==> config.mk <==
export PLATFORM = sky130hd
export DESIGN_NAME = if_fetch_unit
export DESIGN_NICKNAME = d
export VERILOG_FILES = /design/src/rtl/if_fetch_unit.sv
export SDC_FILE = /design/constraint.sdc
export NUM_CORES = 1
export LEC_CHECK = 0
export ABC_AREA = 1
export ABC_CLOCK_PERIOD_IN_PS = 1800
export BUFFER_PORTS_ARGS = -buffer_cell sky130_fd_sc_hd__buf_2
export CAP_MARGIN = 0
export CORE_ASPECT_RATIO = 0.7
export CORE_MARGIN = 3
export CORE_UTILIZATION = 35
export DETAILED_ROUTE_END_ITERATION = 10
export GPL_TIMING_DRIVEN = 0
export HOLD_SLACK_MARGIN = 0.12
export SLEW_MARGIN = 40
export SYNTH_ARGS = -nofsm -noshare
export SYNTH_HDL_FRONTEND = slang
export SYNTH_SLANG_ARGS = --single-unit
==> constraint.sdc <==
create_clock -name clk -period 1.8 [get_ports clk]
set_input_delay 0.54 -clock clk [delete_from_list [all_inputs] [get_ports clk]]
set_output_delay 0.54 -clock clk [all_outputs]
set_load 0.005 [all_outputs]
==> src/rtl/if_fetch_unit.sv <==
// Instruction fetch: PC/NPC, req/ack fetch into a one-word buffer, IR load on ir_en strobe.
// Zero-wait fetch fills the buffer two edges after a PC update; ir_en on an empty buffer stalls via fetch_busy.
module if_fetch_unit #(
    parameter logic [31:0] RESET_PC = 32'h0000_0000
) (
    input  logic        clk,
    input  logic        rst,
    input  logic        pc_en,
    input  logic        pc_sel,
    input  logic        npc_en,
    input  logic        ir_en,
    input  logic [31:0] branch_target,
    output logic [31:0] imem_addr,
    output logic        imem_req,
    input  logic        imem_ack,
    input  logic [31:0] imem_rdata,
    output logic [31:0] pc,
    output logic [31:0] npc,
    output logic [31:0] ir,
    output logic [5:0]  opcode,
    output logic [10:0] alu_funcode,
    output logic        fetch_busy,
    output logic        fault
);

    typedef enum logic [1:0] {
        ST_IDLE,
        ST_LAUNCH,
        ST_REQ
    } state_t;

    state_t      state_q, state_d;
    logic [31:0] pc_q, pc_d;
    logic [31:0] npc_q, npc_d;
    logic [31:0] ir_q, ir_d;
    logic [31:0] buf_q, buf_d;
    logic        buf_vld_q, buf_vld_d;
    logic [31:0] addr_q, addr_d;
    logic        req_q, req_d;
    logic        pend_q, pend_d;
    logic        drop_q, drop_d;
    logic        fault_q, fault_d;

    logic        rsp_accept;
    logic        launch_bad;
    logic        fill;
    logic [31:0] fill_word;

    always_comb begin
        state_d   = state_q;
        pc_d      = pc_q;
        npc_d     = npc_en ? pc_q + 32'd4 : npc_q;
        ir_d      = ir_q;
        buf_d     = buf_q;
        buf_vld_d = buf_vld_q;
        addr_d    = addr_q;
        req_d     = req_q;
        pend_d    = pend_q;
        drop_d    = drop_q;
        fault_d   = fault_q;

        // A redirect in the same cycle as an ack discards the response.
        rsp_accept = req_q && imem_ack && !drop_q && !pc_en;
        launch_bad = (state_q == ST_LAUNCH) && !pc_en && (pc_q[1:0] != 2'b00);
        fill       = rsp_accept || launch_bad;
        fill_word  = launch_bad ? 32'h0000_0000 : imem_rdata;

        case (state_q)
            ST_IDLE: begin
            end
            ST_LAUNCH: begin
                if (launch_bad) begin
                    fault_d   = 1'b1;
                    buf_d     = 32'h0000_0000;
                    buf_vld_d = 1'b1;
                    state_d   = ST_IDLE;
                end else begin
                    req_d   = 1'b1;
                    addr_d  = pc_q;
                    state_d = ST_REQ;
                end
            end
            ST_REQ: begin
                if (imem_ack) begin
                    req_d  = 1'b0;
                    drop_d = 1'b0;
                    if (drop_q) begin
                        state_d = ST_LAUNCH;
                    end else begin
                        buf_d     = imem_rdata;
                        buf_vld_d = 1'b1;
                        state_d   = ST_IDLE;
                    end
                end
            end
            default: state_d = ST_LAUNCH;
        endcase

        if (pc_en) begin
            pc_d      = pc_sel ? branch_target : npc_q;
            buf_vld_d = 1'b0;
            // Requests are never retracted: keep the old address up and drop its data.
            if ((state_q == ST_REQ) && !imem_ack) begin
                drop_d = 1'b1;
            end else begin
                req_d   = 1'b0;
                state_d = ST_LAUNCH;
            end
        end

        if (ir_en && buf_vld_q) begin
            ir_d = buf_q;
        end else if ((ir_en || pend_q) && fill) begin
            ir_d   = fill_word;
            pend_d = 1'b0;
        end else if (ir_en) begin
            pend_d = 1'b1;
        end
    end

    always_ff @(posedge clk) begin
        if (rst) begin
            state_q   <= ST_LAUNCH;
            pc_q      <= RESET_PC;
            npc_q     <= RESET_PC + 32'd4;
            ir_q      <= 32'h0000_0000;
            buf_q     <= 32'h0000_0000;
            buf_vld_q <= 1'b0;
            addr_q    <= RESET_PC;
            req_q     <= 1'b0;
            pend_q    <= 1'b0;
            drop_q    <= 1'b0;
            fault_q   <= 1'b0;
        end else begin
            state_q   <= state_d;
            pc_q      <= pc_d;
            npc_q     <= npc_d;
            ir_q      <= ir_d;
            buf_q     <= buf_d;
            buf_vld_q <= buf_vld_d;
            addr_q    <= addr_d;
            req_q     <= req_d;
            pend_q    <= pend_d;
            drop_q    <= drop_d;
            fault_q   <= fault_d;
        end
    end

    assign imem_addr   = addr_q;
    assign imem_req    = req_q;
    assign pc          = pc_q;
    assign npc         = npc_q;
    assign ir          = ir_q;
    assign opcode      = ir_q[31:26];
    assign alu_funcode = ir_q[10:0];
    assign fetch_busy  = pend_q;
    assign fault       = fault_q;

endmodule
==> results.txt <==
The share of total power in the clock network is 37.8%, and the total internal power is 6650 µW. The type of the setup path with the least slack is register to register. Of the total synthesized cell area, the portion taken by full adders, half adders and majority gates is 0.812%. The number of antenna violations at the first check in global routing was 0. The first global-routing pass estimated 42.5 mm of wire. Setup repair after global routing left no endpoint under its margin. The share of cells above drive strength 1 was 23.1%; the final setup violation count was 0. The horizontal extent of the die is 183 µm. The tree is rooted in a sky130_fd_sc_hd__clkbuf_16. From synthesis to final layout, the design area changed by 28.7%.

The level count of the clock H-tree is 4. The startpoint of the lowest-slack register-to-register path is pc[3]. The count of max-cap constraint violations is 0. The final clock period utilization by the worst path works out to 94.6%.

The worst hold path was traced through 3 stages. The quantity of I/O buffers inserted on ports came out at 217. After synthesis the cells add up to 7710 µm².

The mean instance size in the synthesized netlist is 6.72 µm², and the worst ir drop on vdd is 0.595 mV. Summed over all cells, the static leakage comes to 0.00475 µW. The tools report the die area as 23900 µm². The total count of max-transition violations in the final report was 0. Proportion of synthesized chip area in sequential cells: 43.4%. By count the netlist is led by 245 x sky130_fd_sc_hd__nand2_1, 233 x sky130_fd_sc_hd__nor2_1, 167 x sky130_fd_sc_hd__dfxtp_1.

The final count of hold timing violations is 0, and the via density per instance is 5.02. The clock tree buffer depth came out at 2. The startpoint class of the critical path is a register.

The detailed router placed 8406 vias in this run. The total overflow left after global routing is 0. Summed over all instances, the cell type with the most area after synthesis is sky130_fd_sc_hd__dfxtp_1.

Counting the buffers created by CTS gives 17. The starting utilization of the core area is 36.4%, and the average wire per standard cell is 16.9 µm. For hold timing, the worst endpoint is pc[29].

The synthesized netlist devotes 18.1% of its cell area to compound gates. In this run the register-to-register setup slack is 100 ps. Summed over all nets, the switching power comes to 2810 µW. The most repeated cell in the gate-level netlist after synthesis is sky130_fd_sc_hd__nand2_1.

STA puts the critical path data arrival time at 2030 ps. The synthesized netlist devotes 0.909% of its cell area to XOR and XNOR gates. The maximum number of pins on one net before global-route repair is 17, and the remaining routing DRC violations is 0. The worst relative slew slack was 50.6%. The flow ran to the end, and the final reports show no timing, DRC or antenna violations. The path category of the worst min-delay check was primary input to register. The worst reg2reg path depth was 8. The die is 130 µm tall.

After layout, the minimum clock period comes to 1700 ps. Wires add up to 28.3 mm. Yosys printed 0 warnings. The number of enable-type register cells in the synthesized netlist is 0, and the summed negative setup slack over all endpoints is 0 ps.

The share of synthesized area spent on multiplexers came out at 0%. In the synthesized netlist the async set-or-reset flop fraction comes to 0%. Counting every instance in the synthesized netlist gives 1147. The floorplan has 44 rows. The wire-length estimate of the detail-placed layout is 21.4 mm. The count of distinct cell types in the synthesized netlist is 28. Net switching is 29.7% of the power. STA classifies the critical path endpoint as a register.

For the worst setup path, the data required time is 2130 ps. TritonCTS built the clock tree. In this run the worst path has a maximum fanout of 5.

After synthesis the netlist holds a flip-flop and latch count of 167. The tools report the quantity of hold-fixing buffers added after cts as 0. After synthesis, the largest family of logic cells by area is simple AND/OR/NAND/NOR gates.

In this run the most critical hold path is launched from branch_target[29]. The simple-gate share of the synthesized area came out at 26.1%. The run gives 17.7 ps as the maximum clock skew at final layout.

The tools report the overall track demand over capacity in global routing as 23.0%. Area fraction of the dominant cell type after synthesis: 43.4%. Per report_power, the sequential group accounts for 44.8% of the total. The number of antenna-violating nets in the routed design was 0; the number of global-route vias before repair was 7594.

The tools report the total I/O pin count as 219. After clock tree synthesis, the clock-pin slew on the worst setup and hold paths is 70 ps. The run gives 17.4% as the combinational power share.

The logs give 430 ps for the clock latency on the worst-skew pair and 21200 µm² for the standard cell core area. At the end of routability-driven placement, the weighted congestion stood at 0.930. For this design the ratio of total power to cell area is 954 nW/µm². The transition at the pin with the smallest max-transition slack was 741 ps.

For this run, the leading register cell type out of synthesis is sky130_fd_sc_hd__dfxtp_1. The maximum operating frequency is 588 MHz. By area the synthesized netlist is led by sky130_fd_sc_hd__dfxtp_1 43%, sky130_fd_sc_hd__nand2_1 12%, sky130_fd_sc_hd__nor2_1 11%, sky130_fd_sc_hd__a21oi_1 7.7%, sky130_fd_sc_hd__o21ai_0 6.9%. The detailed-routing iteration count for the pre-antenna-repair pass is 5, and the final layout net count is 1462. The tools report the total power consumption of the routed design as 9460 µW.

Endpoint of the worst-slack reg-to-reg timing path: npc[16]. When the netlist entered floorplanning its net count stood at 1223. The violation count after the first detailed-route iteration is 754. For the total clock sinks, the log shows 167.
registers in the layout, summed over array words and instances, names as in the netlist:
register,cells
buf_q,32
buf_vld_q,1
drop_q,1
fault,1
fetch_busy,1
imem_addr,32
imem_req,1
ir,32
npc,32
pc,32
state_q,2
through the flow:
stage | cell area, µm² | cells | worst slack (ps) | hold slack [ps] | util, %
after floorplan | 7710 | 1147 | 234 | 447 | -
after global placement | 9140 | 1640 | -360 | 436 | 43.1
after detailed placement | 9140 | 1640 | -371 | 446 | 43.1
after CTS | 9730 | 1671 | -0.725 | 361 | 45.9
after global routing | 9910 | 1674 | 3.34 | 372 | 46.8
final | 9910 | 1675 | 98.0 | 380 | 46.8
logic make-up (layout without fill, tap and decap cells):
logic type | count (synthesis) | count (layout)
other | 0 | 1
and+or+nand+nor | 519 | 519
xor gates and xnor gates | 8 | 8
adders and majority gates | 5 | 5
DFF | 167 | 167
AOI/OAI and AO/OA | 263 | 263
buffers and inverters | 185 | 436
routing by layer:
metal / track usage (%) / part of all wire [%] / up-vias / wire, µm
met5: 0 / 0 / - / 0
li1: - / - / 4148 / -
met4: 5.55 / 1.5 / 0 / 412
met3: 6.24 / 9.6 / 32 / 2710
met1: 34.9 / 50 / 3852 / 14200
met2: 31.9 / 39 / 374 / 11000
layout make-up:
| type | instances | area, µm² |
|---|---|---|
| Antenna cell | 1 | 2.50 |
| Buffer | 86 | 512 |
| Clock buffer | 18 | 439 |
| Clock inverter | 13 | 123 |
| Fill cell | 2202 | 11300 |
| Inverter | 99 | 372 |
| Multi-Input combinational cell | 795 | 3630 |
| Sequential cell | 167 | 3350 |
| Tap cell | 276 | 345 |
| Timing Repair Buffer | 220 | 1140 |
worst max-delay path by stage:
stage,startpoint,end,slack (ps),cells past startpoint
finish,pc[3],npc[16],100,8
detailed placement,rst,pc[19],-370,5
floorplan,state_q[0],buf_q[12],230,11
global placement,rst,pc[23],-360,5
CTS,state_q[1],ir[7],-0.7,10
global route,state_q[0],buf_q[14],3,12
critical path, stage by stage, from the launching register on:
cell and delay (ps):
sky130_fd_sc_hd__dfxtp_1 400, sky130_fd_sc_hd__ha_1 240, sky130_fd_sc_hd__nand3_1 300, sky130_fd_sc_hd__nor2_4 310
sky130_fd_sc_hd__nand3_1 100, sky130_fd_sc_hd__nand2_1 70, sky130_fd_sc_hd__nand3_1 70, sky130_fd_sc_hd__nand2_1 80
sky130_fd_sc_hd__inv_1 40
power groups by stage:
stage          clock network [µW]  registers [µW]  logic, µW
2_1_floorplan                   0            4290        859
3_3_place_gp                    0            4310       1550
3_5_place_dp                    0            4310       1560
4_1_cts                      3630            4230       1580
5_1_grt                      3800            4280       1830
6_report                     3570            4240       1640
cells in the final DEF (no fill, tap or decap), types with 8 or more instances in the layout:
cell type,n
sky130_fd_sc_hd__nand2_1,243
sky130_fd_sc_hd__buf_2,224
sky130_fd_sc_hd__nor2_1,222
sky130_fd_sc_hd__dfxtp_1,166
sky130_fd_sc_hd__a21oi_1,118
sky130_fd_sc_hd__o21ai_0,107
sky130_fd_sc_hd__inv_1,91
sky130_fd_sc_hd__clkbuf_1,37
sky130_fd_sc_hd__nand3_1,32
sky130_fd_sc_hd__buf_4,26
sky130_fd_sc_hd__o22ai_1,21
sky130_fd_sc_hd__clkbuf_16,19
sky130_fd_sc_hd__o32ai_1,11
sky130_fd_sc_hd__xor2_1,8
what timing repair did:
item                                    in CTS  in global routing
setup buffers                                0                  0
resized for setup                           10                 48
endpoints found under the setup margin      80                108
pin swaps                                    1                  2
cloned                                       0                  3
(Power assumes the default switching activity.)
